File: src/rtl/product_accum_pkg.sv
// Shared types and default sizing for the product accumulator.
package product_accum_pkg;

    localparam int DEF_PROD_W = 8;
    localparam int DEF_ACC_W  = 16;
    localparam int DEF_COUNT  = 4;

    typedef enum logic [1:0] {
        ST_IDLE  = 2'd0,
        ST_ACCUM = 2'd1,
        ST_HOLD  = 2'd2
    } state_e;

endpackage

File: src/rtl/product_accum_adder.sv
// Accumulator adder with carry-out; result saturates when PRODUCT_ACCUM_SAT_EN
// is defined, otherwise wraps modulo 2^ACC_W.
module accum_adder
    import product_accum_pkg::*;
#(
    parameter int PROD_W = DEF_PROD_W,
    parameter int ACC_W  = DEF_ACC_W
) (
    input  logic [ACC_W-1:0]  a,
    input  logic [PROD_W-1:0] b,
    output logic [ACC_W-1:0]  sum,
    output logic              carry
);

    logic [ACC_W:0] raw_s;

    // Zero-extended add, then wrap or clamp depending on the build.
    always_comb begin
        raw_s = {1'b0, a} + {{(ACC_W - PROD_W + 1){1'b0}}, b};
        carry = raw_s[ACC_W];
`ifdef PRODUCT_ACCUM_SAT_EN
        if (raw_s[ACC_W]) begin
            sum = {ACC_W{1'b1}};
        end else begin
            sum = raw_s[ACC_W-1:0];
        end
`else
        sum = raw_s[ACC_W-1:0];
`endif
    end

endmodule

File: src/rtl/product_accum.sv
// Sums groups of COUNT multiplier products and presents each sum on a
// valid/ready port with a one-entry overflow buffer. Optional: PRODUCT_ACCUM_SAT_EN.
module product_accum
    import product_accum_pkg::*;
#(
    parameter int PROD_W = DEF_PROD_W,
    parameter int ACC_W  = DEF_ACC_W,
    parameter int COUNT  = DEF_COUNT
) (
    input  logic              clk,
    input  logic              reset,
    input  logic [PROD_W-1:0] product,
    input  logic              done,
    output logic [ACC_W-1:0]  acc_out,
    output logic              out_valid,
    input  logic              out_ready,
    output logic              overflow,
    output logic              busy,
    output logic              drop_err
);

    localparam int CNT_W = $clog2(COUNT + 1);
    localparam logic [CNT_W-1:0] CNT_ONE  = CNT_W'(1);
    localparam logic [CNT_W-1:0] CNT_FULL = CNT_W'(COUNT);
    localparam state_e FIRST_ST = (COUNT == 1) ? ST_HOLD : ST_ACCUM;

    state_e             state_r, state_n;
    logic [ACC_W-1:0]   acc_r, acc_n;
    logic [CNT_W-1:0]   cnt_r, cnt_n;
    logic               ovf_r, ovf_n;
    logic [PROD_W-1:0]  pend_r, pend_n;
    logic               pv_r, pv_n;
    logic               drop_r, drop_n;
    logic               valid_r, busy_r;

    logic [ACC_W-1:0]   add_a_s;
    logic [PROD_W-1:0]  add_b_s;
    logic [ACC_W-1:0]   sum_s;
    logic               carry_s;

    // A new group starts from zero; a waiting pending product takes priority over done.
    always_comb begin
        if ((state_r == ST_IDLE) || ((state_r == ST_HOLD) && out_ready)) begin
            add_a_s = {ACC_W{1'b0}};
        end else begin
            add_a_s = acc_r;
        end
        if ((state_r == ST_HOLD) && pv_r) begin
            add_b_s = pend_r;
        end else begin
            add_b_s = product;
        end
    end

    accum_adder #(.PROD_W(PROD_W), .ACC_W(ACC_W)) u_adder (
        .a     (add_a_s),
        .b     (add_b_s),
        .sum   (sum_s),
        .carry (carry_s)
    );

    // Next-state and datapath update.
    always_comb begin
        state_n = state_r;
        acc_n   = acc_r;
        cnt_n   = cnt_r;
        ovf_n   = ovf_r;
        pend_n  = pend_r;
        pv_n    = pv_r;
        drop_n  = drop_r;
        case (state_r)
            ST_IDLE: begin
                if (done) begin
                    acc_n   = sum_s;
                    cnt_n   = CNT_ONE;
                    ovf_n   = 1'b0;
                    state_n = FIRST_ST;
                end else begin
                    state_n = ST_IDLE;
                end
            end
            ST_ACCUM: begin
                if (done) begin
                    acc_n = sum_s;
                    cnt_n = cnt_r + CNT_ONE;
                    ovf_n = ovf_r | carry_s;
                    if ((cnt_r + CNT_ONE) == CNT_FULL) begin
                        state_n = ST_HOLD;
                    end else begin
                        state_n = ST_ACCUM;
                    end
                end else begin
                    state_n = ST_ACCUM;
                end
            end
            ST_HOLD: begin
                if (out_ready) begin
                    if (pv_r || done) begin
                        // Pending drains first; a concurrent done refills the slot.
                        acc_n   = sum_s;
                        cnt_n   = CNT_ONE;
                        ovf_n   = 1'b0;
                        state_n = FIRST_ST;
                        pv_n    = pv_r && done;
                        pend_n  = product;
                    end else begin
                        acc_n   = {ACC_W{1'b0}};
                        cnt_n   = {CNT_W{1'b0}};
                        ovf_n   = 1'b0;
                        state_n = ST_IDLE;
                    end
                end else if (done) begin
                    if (pv_r) begin
                        drop_n = 1'b1;
                    end else begin
                        pend_n = product;
                        pv_n   = 1'b1;
                    end
                end else begin
                    state_n = ST_HOLD;
                end
            end
            default: begin
                state_n = ST_IDLE;
            end
        endcase
    end

    // State and output registers; status flags track the next state so they are registered.
    always_ff @(posedge clk or negedge reset) begin
        if (!reset) begin
            state_r <= ST_IDLE;
            acc_r   <= {ACC_W{1'b0}};
            cnt_r   <= {CNT_W{1'b0}};
            ovf_r   <= 1'b0;
            pend_r  <= {PROD_W{1'b0}};
            pv_r    <= 1'b0;
            drop_r  <= 1'b0;
            valid_r <= 1'b0;
            busy_r  <= 1'b0;
        end else begin
            state_r <= state_n;
            acc_r   <= acc_n;
            cnt_r   <= cnt_n;
            ovf_r   <= ovf_n;
            pend_r  <= pend_n;
            pv_r    <= pv_n;
            drop_r  <= drop_n;
            valid_r <= (state_n == ST_HOLD);
            busy_r  <= (state_n == ST_ACCUM);
        end
    end

    assign acc_out   = acc_r;
    assign out_valid = valid_r;
    assign overflow  = ovf_r;
    assign busy      = busy_r;
    assign drop_err  = drop_r;

endmodule

File: config.mk
export PLATFORM = sky130hd
export DESIGN_NAME = product_accum
export DESIGN_NICKNAME = d
export VERILOG_FILES = /design/src/rtl/product_accum_pkg.sv /design/src/rtl/product_accum_adder.sv /design/src/rtl/product_accum.sv
export SDC_FILE = /design/constraint.sdc
export NUM_CORES = 1
export LEC_CHECK = 0
export CAP_MARGIN = 20
export CELL_PAD_IN_SITES_DETAIL_PLACEMENT = 0
export CELL_PAD_IN_SITES_GLOBAL_PLACEMENT = 1
export CORE_MARGIN = 2
export CORE_UTILIZATION = 44
export CTS_BUF_LIST = sky130_fd_sc_hd__clkbuf_8
export DETAILED_ROUTE_END_ITERATION = 10
export GPL_TIMING_DRIVEN = 1
export PLACE_DENSITY_LB_ADDON = 0.1
export SYNTH_ARGS = -nofsm -noshare
export SYNTH_HDL_FRONTEND = slang
export SYNTH_SLANG_ARGS = --single-unit
File: constraint.sdc
create_clock -name clk -period 3.75 [get_ports clk]
set_clock_uncertainty 0.05 [all_clocks]
set_input_delay 0.5625 -clock clk [delete_from_list [all_inputs] [get_ports clk]]
set_output_delay 0.5625 -clock clk [all_outputs]
set_load 0.01 [all_outputs]
==> metrics.yaml <==
cts_buffers: 5
cp_max_fo: 10
worstPathRequired_ns: 3.92
drcViolationCount: 0
maxCapViolations: 0
drtIter0Drc: 77
io_pins: 32
first_pass_iters: 4
fin_crit_ns: 3.16
worstPathArrival_ns: 3.33
status: "completed"
max_freq_ghz: 0.317
post_cts.repair.setup_buffers: 0
hold_end: "drop_err"
min_path_type: "reg2reg"
drive_above_1_share_pct: 14.8
cts_buffer_depth: 2
slew_headroom_pct: 60.6
start_util_pct: 45.0
rsz0062_at_grt: "no"
seq_area_sq_um: 851
die_h_um: 75.8
area_growth_pct: 21.2
synth_cell_types: 53
cts_resized: 0
die_area_sq_um: 5750
fin_area_sq_um: 2750
rows: 26
setup_ws_ns: 0.590
drtAntennaViolNets: 0
worstSetupPathType: "reg2reg"
cts.sinks: 34
path_cells: "inv_1 -> ha_1 -> buf_4 -> a21oi_1 -> and2_1 -> ha_1 -> fa_1 -> a21oi_1 -> o211ai_1 -> o211ai_1 -> or4_1 -> nand3_1"
htree_levels: 2
final_nets: 289
synthCells: 227
place_hpwl_mm: 3.56
instances_no_fill: 333
synth_area_per_cell_sq_um: 9.99
antenna_found_initial: 0
hold_depth: 2
track_usage_pct: 18.7
hold_path_startpoint: "drop_err"
syn_nets: 254
reg2reg_slack_ns: 0.59
cp-start-kind: "flop"
clock-root-buffer: "clkbuf_8"
drt-total-wl_mm: 4.88
r2r_cells: 12
synth.cell_area_sq_um: 2270
max_stage_delay_ns: 0.48
synth-seq-cells: 34
grt_max_degree: 35
r2r-start: "state_r[0]"
n_fill_cell: 479
path_clk_slew_ns: 0.07
ir_drop_uv: 260
reg2reg_to: "acc_out[14]"
synthFlopType: "dfrtp_1"
cts_tree: "built"
p_leak_nw: 1.22
synth-edff-count: 0
dpl_cell_area_sq_um: 2650
fin_setup_tns_ns: 0
place_inst: 325
cts_hold_buf: 0
num_vias: 1790
critPathTopFamily: "compound AO/OA/AOI/OAI gates"
slew_viol_final: 0
whs_ns: 0.413
grt_first_pass_wirelength_mm: 8.08
hold_violations: 0
wl_per_cell_um: 14.7
place_worst_setup_slack_ns: 0.304
core_sq_um: 5040
vias_per_cell: 5.38
grt_overflow: 0
die_x_um: 75.8
worst_slew_pin_slew_ns: 0.591
ys_seq_area_share_pct: 37.5
crit_buf_inv: 2
antenna_cells: 0
clkLatencyLatePin_ns: 0.29
multi_input_area_sq_um: 1350
p_per_area_nw_per_um2: 672
port_buffers: 31
grt_pass1_vias: 1666
gp_congestion: 0.730
yosysWarnings: 0
async_reset_ff_share_pct: 100
setup_viol: 0
slowest_stage: "a21oi_1"
worstSetupEndpointType: "flop"
min_period_over_period_pct: 84.3
==> Yosys cell counts (2+ instances only) <==
| cell | count | area [sq um] |
|---|---|---|
| a21boi_0 | 2 | 15.0 |
| a21o_1 | 3 | 22.5 |
| a21oi_1 | 10 | 50.1 |
| a221o_1 | 2 | 20.0 |
| a22o_1 | 3 | 26.3 |
| and2_1 | 10 | 62.6 |
| and3_1 | 2 | 12.5 |
| buf_4 | 2 | 15.0 |
| clkbuf_1 | 3 | 11.3 |
| dfrtp_1 | 34 | 851 |
| ha_1 | 14 | 175 |
| inv_1 | 7 | 26.3 |
| mux2_2 | 16 | 180 |
| nand2_1 | 26 | 97.6 |
| nand3_1 | 8 | 40.0 |
| nand4_1 | 3 | 18.8 |
| nor2_1 | 8 | 30.0 |
| nor2b_1 | 4 | 25.0 |
| nor3_1 | 5 | 25.0 |
| nor3b_1 | 2 | 15.0 |
| o211a_1 | 3 | 30.0 |
| o211ai_1 | 6 | 45.0 |
| o21a_1 | 2 | 15.0 |
| o21ai_0 | 14 | 70.1 |
| o31ai_1 | 3 | 22.5 |
| or4_1 | 4 | 30.0 |
| xnor2_1 | 5 | 43.8 |
==> stage by stage <==
step | total power, mW | utilization (%)
global route | 2.01 | 54.5
CTS | 1.87 | 54.5
floorplan | 1.27 | -
detailed placement | 1.57 | 52.6
finish | 1.85 | 54.5
global placement | 1.56 | 52.6
==> how the worst max path moves through the flow <==
stage	start	end	slack (ns)	cells after the start
after floorplan	state_r[0]	acc_out[11]	0.85	11
after global placement	out_ready	acc_out[11]	0.45	9
after detailed placement	out_ready	acc_out[10]	0.30	10
after CTS	state_r[0]	acc_out[14]	0.56	12
after global routing	state_r[0]	acc_out[15]	0.31	11
final	state_r[0]	acc_out[14]	0.59	12
==> worst register-to-register path, stage by stage, from the launching register on <==
cell and delay [ns]:
dfrtp_1 0.41, inv_1 0.08, ha_1 0.21, buf_4 0.18, a21oi_1 0.48, and2_1 0.22, ha_1 0.19, fa_1 0.22
a21oi_1 0.11, o211ai_1 0.21, o211ai_1 0.21, or4_1 0.43, nand3_1 0.09
==> power breakdown <==
| group | leakage [nW] | switching (mW) | internal [mW] |
|---|---|---|---|
| logic | 0.732 | 0.490 | 0.485 |
| clock network | 0.0472 | 0.140 | 0.148 |
| registers | 0.443 | 0.0895 | 0.495 |
==> cell type report <==
cell class,instances,share of cell area [%]
clock buffer,6,3.00
clock inverter,2,0.455
inverter,7,0.956
multi-input combinational,179,49.1
sequential,34,31.0
tap,70,3.19
timing repair buffer,35,12.4
==> state kept, by name (all words and copies together), names as in the netlist <==
signal	flops
acc_out	16
busy	1
cnt_r	3
drop_err	1
out_valid	1
overflow	1
pend_r	8
pv_r	1
state_r	2
==> cell families after synthesis <==
family	count (synthesis)	synth area share, %
compound gates	59	18.9
xor+xnor	5	1.93
fa+ha+maj	15	8.60
buf+inv	14	3.03
flops	34	37.5
mux	16	7.94
simple gates	84	22.1
==> layer usage <==
| layer | GRT usage [%] | wire length (um) | share of wire (%) | vias to the layer above |
|---|---|---|---|---|
| li1 | - | - | - | 901 |
| met1 | 26.5 | 2450 | 50 | 849 |
| met2 | 27.9 | 2160 | 44 | 33 |
| met3 | 3.70 | 193 | 4.0 | 7 |
| met4 | 7.60 | 80 | 1.6 | 0 |
| met5 | 0 | 0 | 0 | - |
==> cells in the final DEF (no fill, tap or decap), types with 2 or more instances in the layout <==
cell             Yosys  layout
dfrtp_1             34      34
clkdlybuf4s50_1      0      31
nand2_1             26      26
mux2_2              16      16
o21ai_0             14      14
ha_1                14      14
a21oi_1             10      10
and2_1              10      10
nand3_1              8       8
nor2_1               8       8
inv_1                7       7
o211ai_1             6       6
clkbuf_8             0       6
nor3_1               5       5
xnor2_1              5       5
nor2b_1              4       4
or4_1                4       4
buf_4                2       4
a21o_1               3       3
o211a_1              3       3
a22o_1               3       3
o31ai_1              3       3
nand4_1              3       3
a21boi_0             2       2
nor3b_1              2       2
and3_1               2       2
a221o_1              2       2
o21a_1               2       2
(Power assumes the default switching activity.)
